--- config.mk ---
export PLATFORM = sky130hd
export DESIGN_NAME = gpi_periph_flat
export DESIGN_NICKNAME = d
export VERILOG_FILES = /design/src/rtl/gpi_periph_if.sv /design/src/rtl/gpi_periph.sv /design/src/flat_wrapper.sv
export SDC_FILE = /design/constraint.sdc
export NUM_CORES = 1
export LEC_CHECK = 0
export CAP_MARGIN = 5
export CORE_ASPECT_RATIO = 1.1
export CORE_UTILIZATION = 45
export DETAILED_ROUTE_END_ITERATION = 7
export HOLD_SLACK_MARGIN = 0.12
export PLACE_DENSITY_LB_ADDON = 0.08
export SYNTH_ARGS = -nofsm -noshare
export SYNTH_HDL_FRONTEND = slang
export SYNTH_SLANG_ARGS = --single-unit
--- constraint.sdc ---
create_clock -name clk -period 3.7 [get_ports clk]
set_clock_uncertainty 0.1 [all_clocks]
set_input_delay 0.37 -clock clk [delete_from_list [all_inputs] [get_ports clk]]
set_output_delay 0.37 -clock clk [all_outputs]
set_load 0.005 [all_outputs]
--- src/rtl/gpi_periph_if.sv ---
// ---------------------------------------------------------------------------
// gpi_periph_if
// CPU data-bus bundle for the general-purpose input peripheral.
//   address  : byte address from the CPU
//   data_in  : store data from the CPU
//   write    : store strobe
//   width    : byte-lane enables for stores
//   data_out : registered read data (zero when the block is not selected)
//   irq      : level interrupt
// master = CPU side, slave = peripheral side.
// ---------------------------------------------------------------------------
interface gpi_periph_if;
    logic [9:0]  address;
    logic [31:0] data_in;
    logic        write;
    logic [3:0]  width;
    logic [31:0] data_out;
    logic        irq;

    modport master (
        output address, data_in, write, width,
        input  data_out, irq
    );

    modport slave (
        input  address, data_in, write, width,
        output data_out, irq
    );
endinterface

--- src/rtl/gpi_periph.sv ---
// ---------------------------------------------------------------------------
// gpi_periph
// Memory-mapped general-purpose input block. Synchronises WIDTH external
// pins, keeps sticky rising/falling edge flags and drives a maskable level
// interrupt. Read data is zero whenever the block is not addressed so it can
// be OR-ed onto the CPU read bus.
//
// Register map (offset = address[3:2]):
//   0x0 STATE    RO    debounced pin state
//   0x4 RISE     RW1C  sticky rising-edge flags
//   0x8 FALL     RW1C  sticky falling-edge flags
//   0xC IRQ_MASK RW    per-bit interrupt enable
//
// Ports:
//   clk   : system clock, rising edge
//   reset : synchronous active-high reset
//   pins  : asynchronous external inputs (WIDTH bits)
//   bus   : gpi_periph_if.slave (address, data_in, write, width,
//           data_out, irq)
//
// Optional feature: define GPI_DEBOUNCE_EN to add a per-bit debounce counter
// (DEBOUNCE_CYCLES stable cycles required before STATE changes). Without it
// STATE follows the second synchroniser flop directly.
// ---------------------------------------------------------------------------
module gpi_periph #(
    parameter int          WIDTH           = 8,
    parameter logic [9:0]  BASE_ADDR       = 10'h3E0,
    parameter int          DEBOUNCE_CYCLES = 16
) (
    input  logic             clk,
    input  logic             reset,
    input  logic [WIDTH-1:0] pins,
    gpi_periph_if.slave      bus
);

    logic             sel;
    logic [1:0]       offset;
    logic             wr_en;
    logic [31:0]      lane_mask;
    logic [WIDTH-1:0] lane_bits;
    logic [WIDTH-1:0] wr_bits;

    logic [WIDTH-1:0] sync1_reg;
    logic [WIDTH-1:0] sync2_reg;
    logic [WIDTH-1:0] state_reg;
    logic [WIDTH-1:0] state_next;
    logic [WIDTH-1:0] rise_reg;
    logic [WIDTH-1:0] fall_reg;
    logic [WIDTH-1:0] mask_reg;
    logic [WIDTH-1:0] rise_ev;
    logic [WIDTH-1:0] fall_ev;
    logic [WIDTH-1:0] rise_clr;
    logic [WIDTH-1:0] fall_clr;
    logic [31:0]      rd_val;
    logic [31:0]      data_out_reg;
    logic             irq_reg;
    logic [1:0]       arm_cnt_reg;
    logic             armed_reg;

    assign sel    = (bus.address[9:4] == BASE_ADDR[9:4]);
    assign offset = bus.address[3:2];
    assign wr_en  = sel && bus.write;

    // Expand the 4 byte-lane enables into a 32-bit bit mask.
    for (genvar gi = 0; gi < 4; gi++) begin : g_lane
        assign lane_mask[gi*8 +: 8] = {8{bus.width[gi]}};
    end

    assign lane_bits = lane_mask[WIDTH-1:0];
    assign wr_bits   = bus.data_in[WIDTH-1:0] & lane_bits;
    assign rise_clr  = (wr_en && offset == 2'd1) ? wr_bits : '0;
    assign fall_clr  = (wr_en && offset == 2'd2) ? wr_bits : '0;

    // Arming: the first three edges after reset let the synchroniser fill
    // with the real pin levels so pins held high through reset do not
    // register as rising edges.
    always_ff @(posedge clk) begin
        if (reset) begin
            arm_cnt_reg <= 2'd0;
            armed_reg   <= 1'b0;
        end else if (!armed_reg) begin
            if (arm_cnt_reg == 2'd2)
                armed_reg <= 1'b1;
            else
                arm_cnt_reg <= arm_cnt_reg + 2'd1;
        end
    end

`ifdef GPI_DEBOUNCE_EN
    localparam int             CNT_W    = $clog2(DEBOUNCE_CYCLES + 1);
    localparam logic [CNT_W-1:0] CNT_LAST = CNT_W'(DEBOUNCE_CYCLES - 1);

    for (genvar gi = 0; gi < WIDTH; gi++) begin : g_db
        logic [CNT_W-1:0] cnt_reg;
        logic             differ;

        assign differ = sync2_reg[gi] ^ state_reg[gi];

        // The toggle happens on the edge where the counter already shows
        // DEBOUNCE_CYCLES-1 and the input still differs, i.e. after
        // DEBOUNCE_CYCLES consecutive differing cycles.
        assign state_next[gi] = !armed_reg                   ? sync2_reg[gi] :
                                (differ && cnt_reg == CNT_LAST) ? sync2_reg[gi] :
                                state_reg[gi];

        always_ff @(posedge clk) begin
            if (reset || !armed_reg || !differ)
                cnt_reg <= '0;
            else if (cnt_reg == CNT_LAST)
                cnt_reg <= '0;
            else
                cnt_reg <= cnt_reg + 1'b1;
        end
    end
`else
    assign state_next = sync2_reg;
`endif

    assign rise_ev = state_next & ~state_reg & {WIDTH{armed_reg}};
    assign fall_ev = ~state_next & state_reg & {WIDTH{armed_reg}};

    always_comb begin
        rd_val = '0;
        case (offset)
            2'd0:    rd_val[WIDTH-1:0] = state_reg;
            2'd1:    rd_val[WIDTH-1:0] = rise_reg;
            2'd2:    rd_val[WIDTH-1:0] = fall_reg;
            default: rd_val[WIDTH-1:0] = mask_reg;
        endcase
    end

    always_ff @(posedge clk) begin
        if (reset) begin
            sync1_reg    <= '0;
            sync2_reg    <= '0;
            state_reg    <= '0;
            rise_reg     <= '0;
            fall_reg     <= '0;
            mask_reg     <= '0;
            data_out_reg <= '0;
            irq_reg      <= 1'b0;
        end else begin
            sync1_reg <= pins;
            sync2_reg <= sync1_reg;
            state_reg <= state_next;
            // New events are OR-ed in after the clear so a simultaneous
            // event wins over a write-1-to-clear.
            rise_reg  <= (rise_reg & ~rise_clr) | rise_ev;
            fall_reg  <= (fall_reg & ~fall_clr) | fall_ev;
            if (wr_en && offset == 2'd3)
                mask_reg <= (mask_reg & ~lane_bits) | wr_bits;
            irq_reg      <= |((rise_reg | fall_reg) & mask_reg);
            data_out_reg <= (sel && !bus.write) ? rd_val : 32'd0;
        end
    end

    assign bus.data_out = data_out_reg;
    assign bus.irq      = irq_reg;

    // Address byte offset, upper data bits and upper lane bits carry no
    // meaning for this block.
    logic unused_bits;
    assign unused_bits = ^{bus.address[1:0], bus.data_in, lane_mask,
                           (DEBOUNCE_CYCLES > 0)};

endmodule

--- src/flat_wrapper.sv ---
// flat-port wrapper written by rule: the top's interface ports become plain ports
module gpi_periph_flat 
#(
    parameter int          WIDTH           = 8,
    parameter logic [9:0]  BASE_ADDR       = 10'h3E0,
    parameter int          DEBOUNCE_CYCLES = 16
)
  (clk, reset, pins, bus_address, bus_data_in, bus_write, bus_width, bus_data_out, bus_irq);
  gpi_periph_if bus_i ();
  input  logic clk;
  input  logic reset;
  input  logic [WIDTH-1:0] pins;
  input wire logic [$bits(bus_i.address)-1:0] bus_address;
  input wire logic [$bits(bus_i.data_in)-1:0] bus_data_in;
  input wire logic [$bits(bus_i.write)-1:0] bus_write;
  input wire logic [$bits(bus_i.width)-1:0] bus_width;
  output wire logic [$bits(bus_i.data_out)-1:0] bus_data_out;
  output wire logic [$bits(bus_i.irq)-1:0] bus_irq;
  assign bus_i.address = bus_address;
  assign bus_i.data_in = bus_data_in;
  assign bus_i.write = bus_write;
  assign bus_i.width = bus_width;
  assign bus_data_out = bus_i.data_out;
  assign bus_irq = bus_i.irq;
  gpi_periph #(.WIDTH(WIDTH), .BASE_ADDR(BASE_ADDR), .DEBOUNCE_CYCLES(DEBOUNCE_CYCLES)) u_core (.clk(clk), .reset(reset), .pins(pins), .bus(bus_i));
endmodule
==> run summary <==
======================================================================================
Largest area contributor in the netlist                                        dfxtp_1
Largest driver fanout on the critical path                                          12
Global-route wire length before repair                                         7.29 mm
CTS root buffer                                                               clkbuf_8
Time the worst path needs with I/O delays and setup                            2.25 ns
Final RePlAce weighted congestion                                                0.706
Sequential element share of the synthesized area                                 46.5%
Post-layout nets                                                                   340
Post-cts repair resize count                                                         0
Flop and latch count out of synthesis                                               60
Proportion of synthesized flip-flops having asynchronous set or reset               0%
Most used flip-flop cell after synthesis                                       dfxtp_1
Netlist Area Pre-Place                                                        2580 µm²
TritonCTS clock tree                                                              done
CP required                                                                    3.78 ns
Slew margin rel.                                                                 51.7%
Overall die height                                                             81.5 µm
Clock Pin Slew Worst Setup and Hold Paths                                      0.06 ns
Initial DRC count                                                                   73
Setup violators final                                                                0
Lkg Pwr                                                                        1.15 nW
Clk_lat worst skew                                                             0.33 ns
FP Rows                                                                             28
Type of the worst min-delay path                                            reg -> reg
Maximum level of the CTS H-tree                                                      3
Number of inserted diodes                                                            0
Number of buffer cells added on primary ports                                       36
Setup Buffers After CTS                                                              0
Vias per cell                                                                     4.78
Top-area cell type share of the netlist area                                     46.5%
Tcrit/Tclk final                                                                 60.8%
Cells after synthesis                                                              245
Number of buffers between clock root and the deepest sink                            2
Largest net degree at the start of global routing                                   30
Worst setup SP type                                                         input port
Number of fillers in the final layout                                              502
Number of detailed-routing iterations run before antenna repair                      4
Number of antenna violations at the first check in global routing                    0
Slew Viols, Final                                                                    0
DRC violation count after routing                                                    0
Maximum operating frequency                                                    445 MHz
Power density cells                                                         460 nW/µm²
Routed WL per cell                                                             13.3 µm
Via count of the first global-routing pass                                        1511
Die Area                                                                      6050 µm²
Combined global-route utilization of all metal layers                            16.9%
Setup TNS                                                                         0 ns
Number of hold buffers added after CTS                                               0
Signal arrival time at the worst endpoint                                      2.33 ns
Final-report hold violation count                                                    0
Count of nets left with antenna violations after detail routing                      0
MaxCap Viol Count                                                                    0
Footprint of the flip-flops and latches                                       1200 µm²
Die W                                                                          74.2 µm
Core outline area                                                             5470 µm²
Number of flops mapped to enable cells by yosys                                      0
Initial cell density of the core                                                 47.3%
Slew at the pin closest to its max-slew limit                                 0.723 ns
Ratio of cells with drive above 1 in the final layout                            10.8%
Mean area per synthesized cell                                                10.5 µm²
Number of distinct standard cells referenced by the synthesized netlist             34
CTS buffer count                                                                     9
Cells taking the most area after synthesis                                dfxtp_1, nor2b_1, buf_4, mux4_2, nand3b_1
Kind of critical path                                                        in -> reg
Setup repair after global routing missed its margin                                 no
Outcome                                                                   finished clean
Final-layout worst hold slack                                                 0.337 ns
Number of warnings reported in the yosys synthesis log                               0
Multi-input gate area                                                         1200 µm²
Capturing element type of the critical path                                  flip-flop
Synth-to-Final Area Change                                                       19.9%
Estimated wirelength of the detail-placed design                               3.22 mm
Routed via count                                                                  1731
GRT overflow                                                                         0
Count of clock tree sinks                                                           60
Worst-case vdd ir drop                                                      0.000339 V
Total detailed-routing wirelength                                              4.80 mm
# IOs                                                                               90
======================================================================================
-- cell type report --
type	instances	area share [%]
clock buffers	12	5.01
clock inverters	4	1.54
inverters	8	0.970
multi-input cells	166	38.8
flip-flops and latches	60	38.8
well taps	75	3.03
repair buffers	37	11.9
-- metal layers --
| layer | routed length, µm | vias up | share of wire [%] | track usage [%] |
|---|---|---|---|---|
| met1 | 2240 | 802 | 47 | 20.9 |
| met5 | 0 | - | 0 | 0 |
| li1 | - | 875 | - | - |
| met2 | 2250 | 43 | 47 | 26.1 |
| met3 | 192 | 11 | 4.0 | 4.17 |
| met4 | 116 | 0 | 2.4 | 10.8 |
-- metrics by stage --
| step | area [µm²] | worst slack, ns | util [%] | power (mW) | std cells |
|---|---|---|---|---|---|
| floorplan | 2670 | 2.22 | - | 0.813 | 268 |
| global placement | 2890 | 1.12 | 52.9 | 0.844 | 346 |
| detailed placement | 2890 | 1.09 | 52.9 | 0.847 | 346 |
| CTS | 3100 | 1.43 | 56.6 | 1.44 | 362 |
| global route | 3100 | 1.37 | 56.6 | 1.49 | 362 |
| finish | 3100 | 1.45 | 56.6 | 1.42 | 362 |
-- where the power goes --
group | switching [mW] | internal, mW
Clock | 0.247 | 0.345
Combinational | 0.0610 | 0.0677
Sequential | 0.0292 | 0.675
Total | 0.337 | 1.09
-- final timing paths --
kind	start	to	slack, ns	cells after the start
worst max-delay path	bus_address[3]	u_core.fall_reg[1]	1.45	4
worst max register to register	u_core.armed_reg	u_core.fall_reg[1]	2.24	3
worst min-delay path	u_core.sync1_reg[6]	u_core.state_next[6]	0.34	1
worst min register to register	u_core.sync1_reg[6]	u_core.state_next[6]	0.34	1
-- critical path: stages --
cell	delay, ns
clkdlybuf4s50_1	0.94
inv_1	0.16
nor4_4	0.67
a311oi_1	0.19
-- cell usage in the layout (no fill, tap or decap), drive strengths merged, types with 4 or more instances in the layout --
| master | Yosys | layout |
|---|---|---|
| and3b | 4 | 4 |
| inv | 8 | 8 |
| nor2 | 5 | 5 |
| mux4 | 8 | 8 |
| dfxtp | 60 | 60 |
| nand2 | 18 | 18 |
| a21oi | 4 | 4 |
| o21ai | 12 | 12 |
| mux2i | 8 | 8 |
| clkdlybuf4s50 | 0 | 36 |
| nand3b | 12 | 12 |
| nor2b | 43 | 43 |
| conb | 1 | 24 |
| a311oi | 8 | 8 |
| clkbuf | 5 | 12 |
-- cell families after synthesis --
logic type	count (synthesis)	share of synthesized area, %
mux	16	10.1
flops	60	46.5
xor+xnor	1	0.339
compound gates	34	8.67
simple gates	90	23.4
buf+inv	42	10.4
fa+ha+maj	1	0.484
other cells	1	0.145
-- Yosys cell counts (all sizes together), types with 3 or more instances --
cell type  number
a21o            3
a21oi           4
a311oi          8
a31oi           3
and3b           4
buf            29
clkbuf          5
dfxtp          60
inv             8
mux2i           8
mux4            8
nand2          18
nand3b         12
nand4           3
nor2            5
nor2b          43
o21ai          12
(Power assumes the default switching activity.)
